===== config.mk =====
export PLATFORM = sky130hd
export DESIGN_NAME = hssi_tc_mailbox_ctrl
export DESIGN_NICKNAME = d
export VERILOG_FILES = /design/src/rtl/hssi_tc_mb_pkg.sv /design/src/rtl/hssi_tc_mb_timeout.sv /design/src/rtl/hssi_tc_mailbox_ctrl.sv
export SDC_FILE = /design/constraint.sdc
export NUM_CORES = 1
export LEC_CHECK = 0
export ABC_AREA = 1
export CORE_AREA = 5 5 145 105
export CTS_CLUSTER_DIAMETER = 120
export DETAILED_ROUTE_END_ITERATION = 8
export DIE_AREA = 0 0 150 110
export MAX_ROUTING_LAYER = met4
export PLACE_DENSITY = 0.82
export SYNTH_ARGS = -nofsm -noshare
export SYNTH_HDL_FRONTEND = slang
export SYNTH_SLANG_ARGS = --single-unit

===== constraint.sdc =====
create_clock -name clk -period 1.8 [get_ports clk]
set_input_delay 0.36 -clock clk [delete_from_list [all_inputs] [get_ports clk]]
set_output_delay 0.36 -clock clk [all_outputs]
set_load 0.05 [all_outputs]

===== src/rtl/hssi_tc_mb_pkg.sv =====
// Shared mailbox definitions: word indices, command encodings, CMD status layout and FSM states.
// Imported by the mailbox controller and its timeout counter.
package hssi_tc_mb_pkg;

    localparam logic [1:0] MB_IDX_CMD     = 2'd0;
    localparam logic [1:0] MB_IDX_ADDRESS = 2'd1;
    localparam logic [1:0] MB_IDX_RDDATA  = 2'd2;
    localparam logic [1:0] MB_IDX_WRDATA  = 2'd3;

    localparam logic [1:0] MB_NOOP    = 2'b00;
    localparam logic [1:0] MB_RD      = 2'b01;
    localparam logic [1:0] MB_WR      = 2'b10;
    localparam logic [1:0] MB_ILLEGAL = 2'b11;

    typedef struct packed {
        logic [25:0] rsvd;
        logic        illegal_err;
        logic        timeout_err;
        logic        busy;
        logic        ack;
        logic        wr_pending;
        logic        rd_pending;
    } mb_cmd_status_t;

    typedef enum logic [2:0] {
        ST_IDLE,
        ST_RD_REQ,
        ST_RD_WAIT,
        ST_WR_REQ,
        ST_DONE
    } mb_state_t;

endpackage


===== src/rtl/hssi_tc_mb_timeout.sv =====
// Loadable down-counter guarding one target transaction; expired is combinational off the count.
// Loaded with TIMEOUT_CYC-1 at command accept, so expiry lands on the TIMEOUT_CYC-th active cycle.
module hssi_tc_mb_timeout #(
    parameter int TIMEOUT_CYC = 1024
) (
    input  logic clk,
    input  logic rst_n,
    input  logic load,
    input  logic en,
    output logic expired
);
    localparam int CNT_W = $clog2(TIMEOUT_CYC + 1);
    localparam logic [CNT_W-1:0] LOAD_VAL = CNT_W'(TIMEOUT_CYC - 1);

    logic [CNT_W-1:0] cnt;

    always_ff @(posedge clk or negedge rst_n) begin
        if (!rst_n) begin
            cnt <= '0;
        end else if (load) begin
            cnt <= LOAD_VAL;
        end else if (en && (cnt != '0)) begin
            cnt <= cnt - CNT_W'(1);
        end
    end

    assign expired = en && (cnt == '0);

endmodule


===== src/rtl/hssi_tc_mailbox_ctrl.sv =====
// Host CSR mailbox that issues one Avalon-MM read or write per command to the traffic controller.
// Host reads return after 1 cycle; target stalls via waitrequest, bounded by the timeout counter.
module hssi_tc_mailbox_ctrl
    import hssi_tc_mb_pkg::*;
#(
    parameter int ADDR_W      = 16,
    parameter int NUM_PORTS   = 8,
    parameter int PORT_W      = 4,
    parameter int TIMEOUT_CYC = 1024
) (
    input  logic              clk,
    input  logic              rst_n,
    input  logic              csr_wr,
    input  logic              csr_rd,
    input  logic [1:0]        csr_addr,
    input  logic [31:0]       csr_wdata,
    output logic [31:0]       csr_rdata,
    output logic              csr_rvalid,
    input  logic [PORT_W-1:0] port_sel,
    output logic [ADDR_W-1:0] tc_address,
    output logic [PORT_W-1:0] tc_port,
    output logic              tc_read,
    output logic              tc_write,
    output logic [31:0]       tc_writedata,
    input  logic              tc_waitrequest,
    input  logic [31:0]       tc_readdata,
    input  logic              tc_readdatavalid,
    output logic              busy
);
    if (PORT_W < $clog2(NUM_PORTS)) begin : g_port_w_check
        $error("PORT_W too narrow for NUM_PORTS");
    end

    mb_state_t      state, state_nxt;
    mb_cmd_status_t status;
    logic [ADDR_W-1:0] addr_q;
    logic [31:0]    wrdata_q, rddata_q, rd_mux;
    logic           rd_pending, wr_pending, ack, timeout_err, illegal_err;
    logic           idle, cmd_accept, timer_load, timer_en, timeout_hit, rd_capture;
    logic [1:0]     cmd;

    assign idle       = (state == ST_IDLE);
    assign busy       = !idle;
    assign cmd        = csr_wdata[1:0];
    assign cmd_accept = csr_wr && (csr_addr == MB_IDX_CMD) && idle;
    assign timer_load = cmd_accept && ((cmd == MB_RD) || (cmd == MB_WR));
    assign timer_en   = (state == ST_RD_REQ) || (state == ST_RD_WAIT) || (state == ST_WR_REQ);

    assign tc_address   = addr_q;
    assign tc_writedata = wrdata_q;

    hssi_tc_mb_timeout #(.TIMEOUT_CYC(TIMEOUT_CYC)) u_timeout (
        .clk     (clk),
        .rst_n   (rst_n),
        .load    (timer_load),
        .en      (timer_en),
        .expired (timeout_hit)
    );

    always_ff @(posedge clk or negedge rst_n) begin
        if (!rst_n) state <= ST_IDLE;
        else        state <= state_nxt;
    end

    // Timeout wins over a completion landing in the expiry cycle, so RDDATA stays untouched.
    always_comb begin
        state_nxt  = state;
        tc_read    = 1'b0;
        tc_write   = 1'b0;
        rd_capture = 1'b0;
        case (state)
            ST_IDLE: begin
                if (cmd_accept && (cmd == MB_RD)) state_nxt = ST_RD_REQ;
                if (cmd_accept && (cmd == MB_WR)) state_nxt = ST_WR_REQ;
            end
            ST_RD_REQ: begin
                tc_read = 1'b1;
                if (timeout_hit) begin
                    state_nxt = ST_IDLE;
                end else if (!tc_waitrequest) begin
                    rd_capture = tc_readdatavalid;
                    state_nxt  = tc_readdatavalid ? ST_DONE : ST_RD_WAIT;
                end
            end
            ST_RD_WAIT: begin
                if (timeout_hit) begin
                    state_nxt = ST_IDLE;
                end else if (tc_readdatavalid) begin
                    rd_capture = 1'b1;
                    state_nxt  = ST_DONE;
                end
            end
            ST_WR_REQ: begin
                tc_write = 1'b1;
                if (timeout_hit)         state_nxt = ST_IDLE;
                else if (!tc_waitrequest) state_nxt = ST_DONE;
            end
            ST_DONE:  state_nxt = ST_IDLE;
            default:  state_nxt = ST_IDLE;
        endcase
    end

    always_ff @(posedge clk or negedge rst_n) begin
        if (!rst_n) begin
            addr_q      <= '0;
            wrdata_q    <= '0;
            rddata_q    <= '0;
            tc_port     <= '0;
            rd_pending  <= 1'b0;
            wr_pending  <= 1'b0;
            ack         <= 1'b0;
            timeout_err <= 1'b0;
            illegal_err <= 1'b0;
        end else begin
            if (csr_wr && idle && (csr_addr == MB_IDX_ADDRESS)) addr_q   <= csr_wdata[ADDR_W-1:0];
            if (csr_wr && idle && (csr_addr == MB_IDX_WRDATA))  wrdata_q <= csr_wdata;
            if (cmd_accept) begin
                ack         <= 1'b0;
                timeout_err <= 1'b0;
                illegal_err <= 1'b0;
                case (cmd)
                    MB_RD: begin
                        rd_pending <= 1'b1;
                        tc_port    <= port_sel;
                    end
                    MB_WR: begin
                        wr_pending <= 1'b1;
                        tc_port    <= port_sel;
                    end
                    MB_ILLEGAL: begin
                        illegal_err <= 1'b1;
                        ack         <= 1'b1;
                    end
                    default: ;
                endcase
            end
            if (rd_capture) rddata_q <= tc_readdata;
            if ((state == ST_DONE) || timeout_hit) begin
                ack        <= 1'b1;
                rd_pending <= 1'b0;
                wr_pending <= 1'b0;
            end
            if (timeout_hit) timeout_err <= 1'b1;
        end
    end

    always_comb begin
        status             = '0;
        status.rd_pending  = rd_pending;
        status.wr_pending  = wr_pending;
        status.ack         = ack;
        status.busy        = busy;
        status.timeout_err = timeout_err;
        status.illegal_err = illegal_err;
        case (csr_addr)
            MB_IDX_CMD:     rd_mux = status;
            MB_IDX_ADDRESS: rd_mux = 32'(addr_q);
            MB_IDX_RDDATA:  rd_mux = rddata_q;
            default:        rd_mux = wrdata_q;
        endcase
    end

    always_ff @(posedge clk or negedge rst_n) begin
        if (!rst_n) begin
            csr_rvalid <= 1'b0;
            csr_rdata  <= '0;
        end else begin
            csr_rvalid <= csr_rd;
            csr_rdata  <= csr_rd ? rd_mux : 32'd0;
        end
    end

endmodule


# Word-level counts from Yosys, hierarchy flattened
# Cells that the tools add are included.
dict set report totals {
  n_memories 0
  latch_bits 0
  ff_bits 136
  mem_bits_ro 0
  mem_bits_rw 0
}
dict set report classes {
  bitwise_logic 0
  reduce_logical 29
  n_div 0
  mul 0
  order_cmp 0
  addsub 1
  muxes 32
  shifts 0
  eq_ne 14
}
# operator count
set ops {}
lappend ops {{case mux 32 bit (3 select lines)} 1}
lappend ops {{two-way mux 32 bit} 1}
lappend ops {{two-way mux 3 bit} 9}
lappend ops {{two-way mux 11 bit} 2}
lappend ops {{two-way mux 1 bit} 17}
lappend ops {{case mux 3 bit (4 select lines)} 1}
lappend ops {{zero test 11 bit} 1}
lappend ops {{nonzero test 11 bit} 1}
lappend ops {{subtractor 11 x 1 -> 11 bit, second input constant} 1}
lappend ops {{logical AND 1 bit} 10}
lappend ops {{nonzero test 2 bit} 5}
lappend ops {{inequality test 3 bit, second input constant} 3}
lappend ops {{== test 2 bit, second input constant} 4}
lappend ops {{== test 3 x 2 -> 1 bit, second input constant} 2}
lappend ops {{AND reduction 2 bit} 3}
lappend ops {{== test 2 x 1 -> 1 bit, second input constant} 2}
lappend ops {{logical OR 1 bit} 4}
lappend ops {{AND reduction 4 bit} 1}
lappend ops {{== test 3 x 1 -> 1 bit, second input constant} 1}
lappend ops {{== test 3 bit, second input constant} 1}
lappend ops {{zero test 3 bit} 1}
lappend ops {{inequality test 3 x 1 -> 1 bit, second input constant} 1}
lappend ops {{zero test 2 bit} 1}
lappend ops {{case mux 1 bit (2 select lines)} 1}
lappend ops {{other kinds (2)} 2}

# Logic depth before layout (Yosys ltp)
# Gate-level depths: netlist (run 1).
dict set report depth {
  ltp_word 7
  mapped_depth 12
}

# Hierarchy
# A second synthesis (run 1) with hierarchy kept.
dict set report unflattened {
  hier_cells 699
  area_unflattened_um2 6007.0
}
# mod cells_per_inst seq_area_each_um2 area_per_inst_um2 n_inst
set by_module_without_submodules {}
lappend by_module_without_submodules {hssi_tc_mailbox_ctrl 592 3128.0 5243.8 1}
lappend by_module_without_submodules {hssi_tc_mb_timeout 107 275.3 763.2 1}

# Worst setup path before layout (run 1)
# No wires, ideal clock.
dict set report synth_path {
  path_kind {register to register}
  startpoint {register state[2]}
  endpoint {register state[1]}
  arrival_ps 1592
  setup_time_ps 65
  stages_incl_launch_ff 8
  period_less_slack_ps 1657
  path_slack_ps 143
  required_ps 1735
  cell_sequence {dfrtp_1 > inv_2 > nand2_1 > nor2_1 > nand3_1 > nand2_1 > nand2_1 > nand2_1}
}
dict set report synth_via {
  elab_chain_len 6
  elab_cells_between_ends 20
  classes_between {7 x eq/ne; 5 x mux; 8 x reduce/logical}
}
# item line_no
set synth_lines {}
lappend synth_lines {{start, declared} hssi_tc_mailbox_ctrl.sv:34} ;# mb_state_t state, state_nxt;
lappend synth_lines {{start signal, assigned} hssi_tc_mailbox_ctrl.sv:62} ;# else state <= state_nxt;
lappend synth_lines {{== test 3 x 1 -> 1 bit or == test 3 x 2 -> 1 bit (tied branches)} {hssi_tc_mailbox_ctrl.sv:47, hssi_tc_mailbox_ctrl.sv:71}}
lappend synth_lines {{logical OR 1 bit (2 in series)} hssi_tc_mailbox_ctrl.sv:47} ;# assign timer_en = (state == ST_RD_REQ) || (state == ST_RD_WAIT) || (state == ST_WR_REQ);
lappend synth_lines {{logical AND 1 bit} hssi_tc_mb_timeout.sv:27} ;# assign expired = en && (cnt == '0);
lappend synth_lines {{inequality test 3 bit (no source line) (tied with other cells)} n/a}
lappend synth_lines {{AND reduction 4 bit (no source line) or case mux 3 bit (4 select lines) (tied branches)} n/a}
# Several ways; a longest one is shown, not always the timed one.
# A chain may end at the register's enable or synchronous reset.

# Worst setup path after layout (run 1)
dict set report layout_path {
  startpoint {register state[1]}
  endpoint {output port busy}
}
dict set report layout_via {
  elab_chain_len 2
}
# item line_no
set layout_lines {}
lappend layout_lines {{zero test 3 bit} hssi_tc_mailbox_ctrl.sv:42} ;# assign idle = (state == ST_IDLE);
lappend layout_lines {{zero test 1 bit} hssi_tc_mailbox_ctrl.sv:43} ;# assign busy = !idle;
lappend layout_lines {{end, declared} hssi_tc_mailbox_ctrl.sv:28} ;# output logic busy
# No other way between the ends.

==> results of run 1 <==
## what timing repair did
| item | 4_1_cts | 5_1_grt |
|---|---|---|
| gates cloned | 0 | 5 |
| pin swaps | 0 | 5 |
| endpoints found under the setup margin | 2 | 53 |
| endpoints found under the hold margin | 49 | 0 |
| setup buffers | 0 | 7 |
| hold buffers | 1 | 0 |
| resized for setup | 3 | 16 |
## power by group through the flow
stage               registers [W]  logic [W]  clock network (W)
global route              0.00524    0.00769            0.00388
CTS                       0.00505    0.00691            0.00373
finish                    0.00507    0.00717            0.00368
detailed placement        0.00508    0.00687                  0
floorplan                 0.00736    0.00219                  0
global placement          0.00505    0.00675                  0
## worst max-delay path: stages (launching register included)
cell     delay (ns)
dfrtp_2        0.48
nor2_4         0.16
nand2_2        0.14
buf_12         0.18
## per-layer routing
| metal | global-route usage | vias up |
|---|---|---|
| li1 | - | 2535 |
| met5 | - | - |
| met2 | 0.321 | 208 |
| met3 | 0.0609 | 16 |
| met4 | 0.0509 | 0 |
| met1 | 0.276 | 2500 |
## final cells by class
cell class              count  area [sq um]  area share
clock buffers              18           429      0.0490
well taps                 190           238      0.0272
clock inverters            14           196      0.0224
multi-input cells         382          2090       0.239
repair buffers            215          1980       0.226
flip-flops and latches    136          3410       0.389
inverters                 110           413      0.0472
## per-stage QoR
| stage | hold WS (ns) | utilization |
|---|---|---|
| 4_1_cts | 0.474 | 0.624 |
| 5_1_grt | 0.474 | 0.639 |
| 2_1_floorplan | 0.0644 | - |
| 3_5_place_dp | 0.350 | 0.577 |
| 3_3_place_gp | 0.347 | 0.577 |
| 6_report | 0.479 | 0.639 |
## worst max path at each step
stage	start	to	slack (ns)	depth (start not counted)
after floorplan	state[2]	state[1]	0.14	7
after global placement	csr_addr[0]	u_timeout.cnt[7]	-0.17	11
after detailed placement	csr_addr[0]	state[1]	-0.18	12
after CTS	state[1]	busy	0.02	3
after global routing	u_timeout.cnt[6]	rddata_q[25]	-0.003	10
final	state[1]	busy	0.07	3
## layout by cell type (no fill, tap or decap), types with 17 or more instances in the layout
master and instances:
mux2_2 17, o21ai_0 52, a21oi_1 27, buf_4 124
o21ai_1 26, dfrtp_1 134, nand3_1 59, clkbuf_16 20
nand2_1 113, inv_1 103, clkdlybuf4s50_1 73, nor2_1 23
## cells by family (layout without fill, tap and decap cells)
group / Yosys count / in the layout / share of synthesized area
flip-flops: 136 / 136 / 0.565
XOR/XNOR: 1 / 1 / 0.00146
buffers and inverters: 141 / 357 / 0.0973
multiplexers: 17 / 17 / 0.0318
AO/OA/AOI/OAI: 132 / 132 / 0.126
AND/OR/NAND/NOR: 227 / 227 / 0.168
adder cells (fa/ha/maj): 5 / 5 / 0.0104
## flip-flops by register name (all words and copies together), names as in the netlist
signal         cells
u_timeout.cnt     11
ack                1
tc_writedata      32
rddata_q          32
illegal_err        1
tc_address        16
tc_port            4
timeout_err        1
wr_pending         1
rd_pending         1
csr_rvalid         1
state              3
csr_rdata         32
==> results.md, run 1 <==
* Largest net degree at the start of global routing at 54
* EDFF count, synth at 0
* DRT iter0 DRCs at 248
* Crit path launch type: flop
* Avg Synthesized Cell Area at 9.13 sq um
* Reg2reg path depth at 10
* Yosys top cell area share at 0.565
* Pre-CTS WS at -0.181 ns
* H-tree levels at 4
* Slew margin rel. at 0.564
* Seq/Total Area, Yosys at 0.565
* Final Hold Vio Count at 0
* Clock share of power at 0.231
* Minimum clock period at 1.73 ns
* Measured slew at the worst slew-check pin at 0.654 ns
* Routed vias at 5259
* Unique masters post-synth at 31
* Main area contributors after synthesis: dfrtp_1, nand2_1, inv_1
* Sequential power share at 0.318
* ANT cells at 0
* Final GP Congestion at 0.875
* Initial antenna violation count at 0
* Crit path required time at 1.44 ns
* CTS max path bufs at 2
* Full die area at 16500 sq um
* Leakage power figure at 4.35 nW
* Inst Count DP at 1020
* Fmax at 0.578 GHz
* CTS tree: built
* P_sw at 0.00685 W
* GR Overflow Total at 0
* Worst setup path class: flop to primary output
* Main synth FF type: dfrtp_1
* Yosys warnings at 0
* Row cnt at 36
* DP HPWL at 11800 um
* Max-slew violation count at 0
* Met3 WL at 1600 um
* Effective utilization at floorplan at 0.440
* CTS root buf: clkbuf_16
* Leading area contributor after synthesis: dfrtp_1
* R2r setup slk at 0.11 ns
* Pwr dens at 1820 nW/um^2
* Synth Register Bits at 136
* Final WS setup at 0.0705 ns
* Clock Pin Slew Worst Setup and Hold Paths at 0.06 ns
* Final wirelength at 16900 um
* # IOs at 164
* Die Ht at 110 um
* Number of global-route vias before repair at 5232
* Syn Nets at 740
* CTS Buf Count at 17
* Residual DRC at 0
* Top post-synthesis cells by count: dfrtp_1, nand2_1, inv_1
* CP Capture Type: primary output
* Worst reg2reg endpoint: rddata_q[17]
* Gr usage total at 0.209
* Maximum VDD drop at 0.00105 V
* DR pass1 iterations at 5
* Routed Antenna Nets at 0
* Netlist Area Pre-Place at 6020 sq um
* Setup TNS at 0 ns
* Asr flop ratio synth at 1.00
* Non-filler cells, final at 1065
* Fin area at 8750 sq um
* DR top layer: met4
* Final worst-path cycle share at 0.961
* # fillers at 1170
* Status: complete, no violations
* Nets at 943
* Post-DP Area at 7910 sq um
* Max_cap viols at 0
* Worst r2r src: u_timeout.cnt[0]
* Peak fanout along the critical path at 7
* Total core area at 13700 sq um
* Die Span X at 150 um
* Cells after Synth at 659
* Worst hold path type: input pin to async pin
* CTS sink cnt at 136
* Met2 WL post-DR at 7630 um
* Logic pwr share at 0.450
* Worst Skew at 0.0102 ns
* Power, Total at 0.0159 W
* First-pass GRT wire length at 26400 um
* Input/output buffers at 163
* Syn-to-layout area delta at 45.4%
* Share of cells above drive strength 1 at 0.270
* Switching share of power at 0.430
* Most frequent cell after synthesis: dfrtp_1
* Wire length on met1 at 7500 um
* Int Pwr at 0.00907 W
* Clock latency on the worst-skew pair at 0.41 ns
* Endpoints failing setup at 0
* DR vias/cell at 4.94
* Worst EP arrival at 1.37 ns
* WL/cell at 15.8 um
Note: power is estimated with default switching activity, not from simulation.
==> run 2, diff against run 1 <==
CORE_AREA = 5 5 122 124   (was 5 5 145 105)
DIE_AREA = 0 0 127 129   (was 0 0 150 110)
==> run 2 against run 1 <==
- worst setup slack lost 0.024 ns
- wire length shrank 2.6%
- clock power shrank 4%
- worst hold slack lost 0.10 ns
- die area shrank 0.71%
- cell count shrank 1.4%
- critical path depth grew 9
- power shrank 1.1%
- combinational power is essentially flat
- register-to-register slack lost 0.06 ns
==> results.md, run 2 (synthesized netlist as in run 1, its figures left out) <==
* Effective utilization at floorplan at 0.440
* Setup TNS at 0 ns
* P_sw at 0.00679 W
* Clock share of power at 0.223
* CTS sink cnt at 136
* CP Cell Sequence: inv_2 -> ha_2 -> nand2_1 -> nor2_2 -> nand3_2 -> nand2_1 -> inv_2 -> o21ai_4 -> buf_6 -> clkbuf_16 -> nand2_2 -> o21ai_2
* Final worst-path cycle share at 0.974
* Leakage power figure at 4.30 nW
* DP HPWL at 11400 um
* Status: complete, no violations
* Full die area at 16400 sq um
* Reg2reg path depth at 12
* CP Capture Type: flop
* Crit path launch type: flop
* Most frequent cells in the layout: dfrtp_1, buf_4, nand2_1
* Max_cap viols at 0
* Total core area at 13700 sq um
* DR pass1 iterations at 5
* GR Overflow Total at 0
* Commonest non-fill, non-tap cell in the layout: dfrtp_1
* Minimum clock period at 1.75 ns
* Max-slew violation count at 0
* DR vias/cell at 4.98
* Endpoints failing setup at 0
* Pwr dens at 1820 nW/um^2
* Nets at 939
* Fmax at 0.570 GHz
* Peak fanout along the critical path at 6
* Final Hold Vio Count at 0
* Int Pwr at 0.00896 W
* Worst hold path type: input pin to async pin
* Sequential power share at 0.320
* DRT iter0 DRCs at 470
* Routed vias at 5229
* Final hold slack at 0.375 ns
* Pre-CTS WS at -0.0890 ns
* CTS Buf Count at 17
* Residual DRC at 0
* First-pass GRT wire length at 25300 um
* CP max-delay cell: dfrtp_1
* Routed Antenna Nets at 0
* Clock Pin Slew Worst Setup and Hold Paths at 0.06 ns
* ANT cells at 0
* Measured slew at the worst slew-check pin at 0.575 ns
* Worst EP arrival at 2.09 ns
* Final wirelength at 16400 um
* Input/output buffers at 163
* Maximum VDD drop at 0.00114 V
* H-tree levels at 4
* Worst setup path class: flop to flop
* Final WS setup at 0.0461 ns
* Switching share of power at 0.431
* Number of global-route vias before repair at 5159
* Share of cells above drive strength 1 at 0.263
* Slew margin rel. at 0.616
* Logic pwr share at 0.456
* Worst Skew at 0.00862 ns
* Critical path's largest stage delay at 0.42 ns
* CTS root buf: clkbuf_16
* # IOs at 164
* Row cnt at 43
* Initial antenna violation count at 0
* Syn-to-layout area delta at 44.0%
* CTS tree: built
* Largest net degree at the start of global routing at 45
* Crit path required time at 2.14 ns
* WL/cell at 15.6 um
* Final GP Congestion at 0.885
* CTS max path bufs at 2
* Die Span X at 127 um
* Gr usage total at 0.203
* Die Ht at 129 um
* Clock latency on the worst-skew pair at 0.42 ns
==> run 2: changes by cell type in the layout (fill, tap and decap cells not counted), sizes merged <==
cell / previous run / this run
buf: 138 / 135
bufinv: 4 / 3
clkbuf: 21 / 22
clkinv: 7 / 4
clkinvlp: 0 / 3
inv: 113 / 111
==> run 2: timing repair <==
item,in CTS,in global routing
gates cloned,0,3
buffers inserted,0,9
gates resized for setup,4,14
hold endpoints to repair,26,0
hold buffers,1,0
endpoints found under the setup margin,6,39
pin swaps,0,2
==> run 2: worst paths after layout <==
path,start,to,slack [ns]
worst max-delay path,u_timeout.cnt[0],rddata_q[28],0.05
worst min-delay path,rst_n,tc_address[14],0.38
worst max register to register,u_timeout.cnt[0],rddata_q[28],0.05
worst min register to register,tc_port[0],tc_port[0],0.48
max in group asynchronous,rst_n,tc_writedata[4],0.80
min in group clk,csr_addr[1],csr_rdata[10],0.47
==> run 2: stage by stage <==
stage / cells / power [W] / instance area, sq um / utilization
global route: 1050 / 0.0166 / 8670 / 0.634
finish: 1050 / 0.0158 / 8670 / 0.634
global placement: 1006 / 0.0118 / 7860 / 0.575
CTS: 1038 / 0.0155 / 8480 / 0.620
detailed placement: 1006 / 0.0120 / 7860 / 0.575
floorplan: 659 / 0.00956 / 6020 / -
==> run 2: critical path: cells and delay by family (launching register included) <==
kind                     cells  cell delay (ns)
adder cells (fa/ha/maj)      1             0.19
flip-flops                   1             0.42
buffers and inverters        4             0.46
AO/OA/AOI/OAI                2             0.15
AND/OR/NAND/NOR              5             0.47
==> run 2: cell type report <==
| type | count | area [sq um] |
|---|---|---|
| fill | 1117 | 5000 |
| sequential | 136 | 3400 |
| multi-input combinational | 382 | 2070 |
| timing repair buffer | 211 | 1960 |
| clock buffer | 20 | 447 |
| inverter | 110 | 413 |
| tap | 180 | 225 |
| clock inverter | 11 | 149 |
==> run 2: per-layer routing <==
layer / routed length [um] / share of wire / vias up / GRT usage
li1: - / - / 2519 / -
met1: 6630 / 0.40 / 2469 / 0.237
met2: 8250 / 0.50 / 194 / 0.330
met3: 963 / 0.059 / 47 / 0.0444
met4: 580 / 0.035 / 0 / 0.107
met5: 0 / 0 / - / -
==> run 2: power groups by stage <==
stage | clock network [W] | logic, W | registers (W)
2_1_floorplan | 0 | 0.00219 | 0.00736
3_3_place_gp | 0 | 0.00676 | 0.00501
3_5_place_dp | 0 | 0.00690 | 0.00505
4_1_cts | 0.00357 | 0.00694 | 0.00502
5_1_grt | 0.00371 | 0.00765 | 0.00520
6_report | 0.00352 | 0.00719 | 0.00505
==> run 3, diff against run 2 <==
CORE_AREA = 5 5 118 120   (was 5 5 122 124)
DIE_AREA = 0 0 123 125   (was 0 0 127 129)
PLACE_DENSITY = 0.87   (was 0.82)
==> run 3 against run 2 <==
- first-iteration DRC count fell by 23%
- core utilization rose by 4.1 points
- sequential power hardly changed
- combinational power is essentially flat
- final area up 0.29%
- register-to-register slack better by 0.02 ns
- sequential share of layout area fell by 0.11 points
- cell count shrank 0.29%
- critical endpoint is now rddata_q[18]
- highest routed layer unchanged
==> results.md, run 3 (synthesized netlist as in run 1, its figures left out) <==
* Worst reg2reg endpoint: rddata_q[18]
* Final Hold Vio Count at 0
* CTS Buf Count at 17
* Share of cells above drive strength 1 at 0.266
* Worst EP arrival at 2.03 ns
* DP HPWL at 11700 um
* Crit path launch type: flop
* CTS root buf: clkbuf_16
* Final GP Congestion at 0.894
* Die Ht at 125 um
* Nets at 938
* Max_cap viols at 0
* Pwr dens at 1840 nW/um^2
* R2r setup slk at 0.07 ns
* Peak fanout along the critical path at 10
* Total core area at 12900 sq um
* Worst hold path type: input pin to async pin
* Max-slew violation count at 0
* # IOs at 164
* Effective utilization at floorplan at 0.468
* Input/output buffers at 163
* CTS max path bufs at 2
* DR vias/cell at 5.11
* Inst Count DP at 1003
* Crit path launch: state[2]
* Final worst-path cycle share at 0.961
* Status: complete, no violations
* Final wirelength at 16900 um
* Reg2reg path depth at 7
* Number of global-route vias before repair at 5419
* Crit path required time at 2.10 ns
* CTS sink cnt at 136
* Die Span X at 123 um
* Worst setup path class: flop to flop
* Maximum VDD drop at 0.00101 V
* Routed Antenna Nets at 0
* First-pass GRT wire length at 26500 um
* CTS tree: built
* Measured slew at the worst slew-check pin at 0.565 ns
* Row cnt at 42
* Largest net degree at the start of global routing at 48
* Endpoints failing setup at 0
* # fillers at 964
* DR pass1 iterations at 5
* Fin area at 8690 sq um
* Initial antenna violation count at 1
* Core Util, Final at 0.675
* Non-filler cells, final at 1047
* Leakage power figure at 4.32 nW
* Most frequent cells in the layout: dfrtp_1, buf_4, nand2_1
* Slew margin rel. at 0.623
* Clock latency on the worst-skew pair at 0.42 ns
* Routed vias at 5351
* Clock Pin Slew Worst Setup and Hold Paths at 0.06 ns
* GR Overflow Total at 0
* Commonest non-fill, non-tap cell in the layout: dfrtp_1
* Fmax at 0.578 GHz
* CP Capture Type: flop
* Reg area at 3400 sq um
* Full die area at 15400 sq um
* H-tree levels at 4
* Post-DP Area at 7850 sq um
* Syn-to-layout area delta at 44.4%
* Multi-input gate area at 2080 sq um
* Residual DRC at 0
* Gr usage total at 0.227
* CP endpoint: rddata_q[18]
* Worst Skew at 0.00630 ns
* Minimum clock period at 1.73 ns
* WL/cell at 16.1 um
* DRT iter0 DRCs at 364
* Worst r2r src: state[2]
[run 3: cell types whose count changed in the layout (fill, tap and decap cells not counted), moves of 2 or more]
cell | before | now
buf_12 | 11 | 8
buf_4 | 119 | 117
buf_6 | 3 | 5
clkbuf_1 | 2 | 0
clkbuf_8 | 1 | 3
clkinv_2 | 2 | 4
[run 3: what timing repair did]
item | in CTS | in global routing
hold buffers | 1 | 0
gates resized for setup | 2 | 14
pin swaps | 0 | 1
gates cloned | 0 | 7
setup buffers | 0 | 3
endpoints found under the hold margin | 43 | 0
endpoints found under the setup margin | 2 | 34
[run 3: layout make-up]
class                      instances  share of cell area
inverter                         110              0.0475
timing repair buffer             209               0.222
clock inverter                    12              0.0199
antenna                            1            0.000288
clock buffer                      20              0.0537
multi-input combinational        383               0.240
sequential                       136               0.392
tap                              176              0.0253
[run 3: power by group]
part / internal (W) / switching, W / leakage, nW
registers: 0.00426 / 0.000818 / 1.70
clock network: 0.00242 / 0.00128 / 0.312
logic: 0.00247 / 0.00474 / 2.31
total: 0.00914 / 0.00684 / 4.32
[run 3: routing by layer]
metal  GRT usage  wire [um]  vias to the layer above
met2       0.364       8690                      188
met4       0.112        596                        0
met5           -          0                        -
li1            -          -                     2522
met3      0.0510        932                       47
met1       0.268       6650                     2594
[run 3: how the worst min path moves through the flow]
stage,from,end
finish,rst_n,tc_address[14]
global route,rst_n,tc_address[14]
CTS,rst_n,csr_rdata[12]
detailed placement,rst_n,csr_rdata[13]
global placement,rst_n,csr_rdata[13]
floorplan,rst_n,ack
[run 3: stage by stage]
step / hold WS [ns] / setup slack (ns) / setup TNS (ns) / power [W]
after detailed placement: 0.322 / -0.128 / -5.73 / 0.0120
after global routing: 0.475 / -0.000532 / -0.000532 / 0.0168
after global placement: 0.321 / -0.0664 / -2.54 / 0.0118
final: 0.441 / 0.0693 / 0 / 0.0160
after floorplan: 0.0644 / 0.143 / 0 / 0.00956
after CTS: 0.442 / -0.00951 / -0.00951 / 0.0157
[run 3: worst max-delay path: stages, from the launching register on]
cell	delay (ns)
dfrtp_1	0.43
inv_2	0.13
nand2_1	0.07
nor2_1	0.41
o21ai_4	0.25
buf_12	0.21
nand2_1	0.06
o21ai_1	0.06
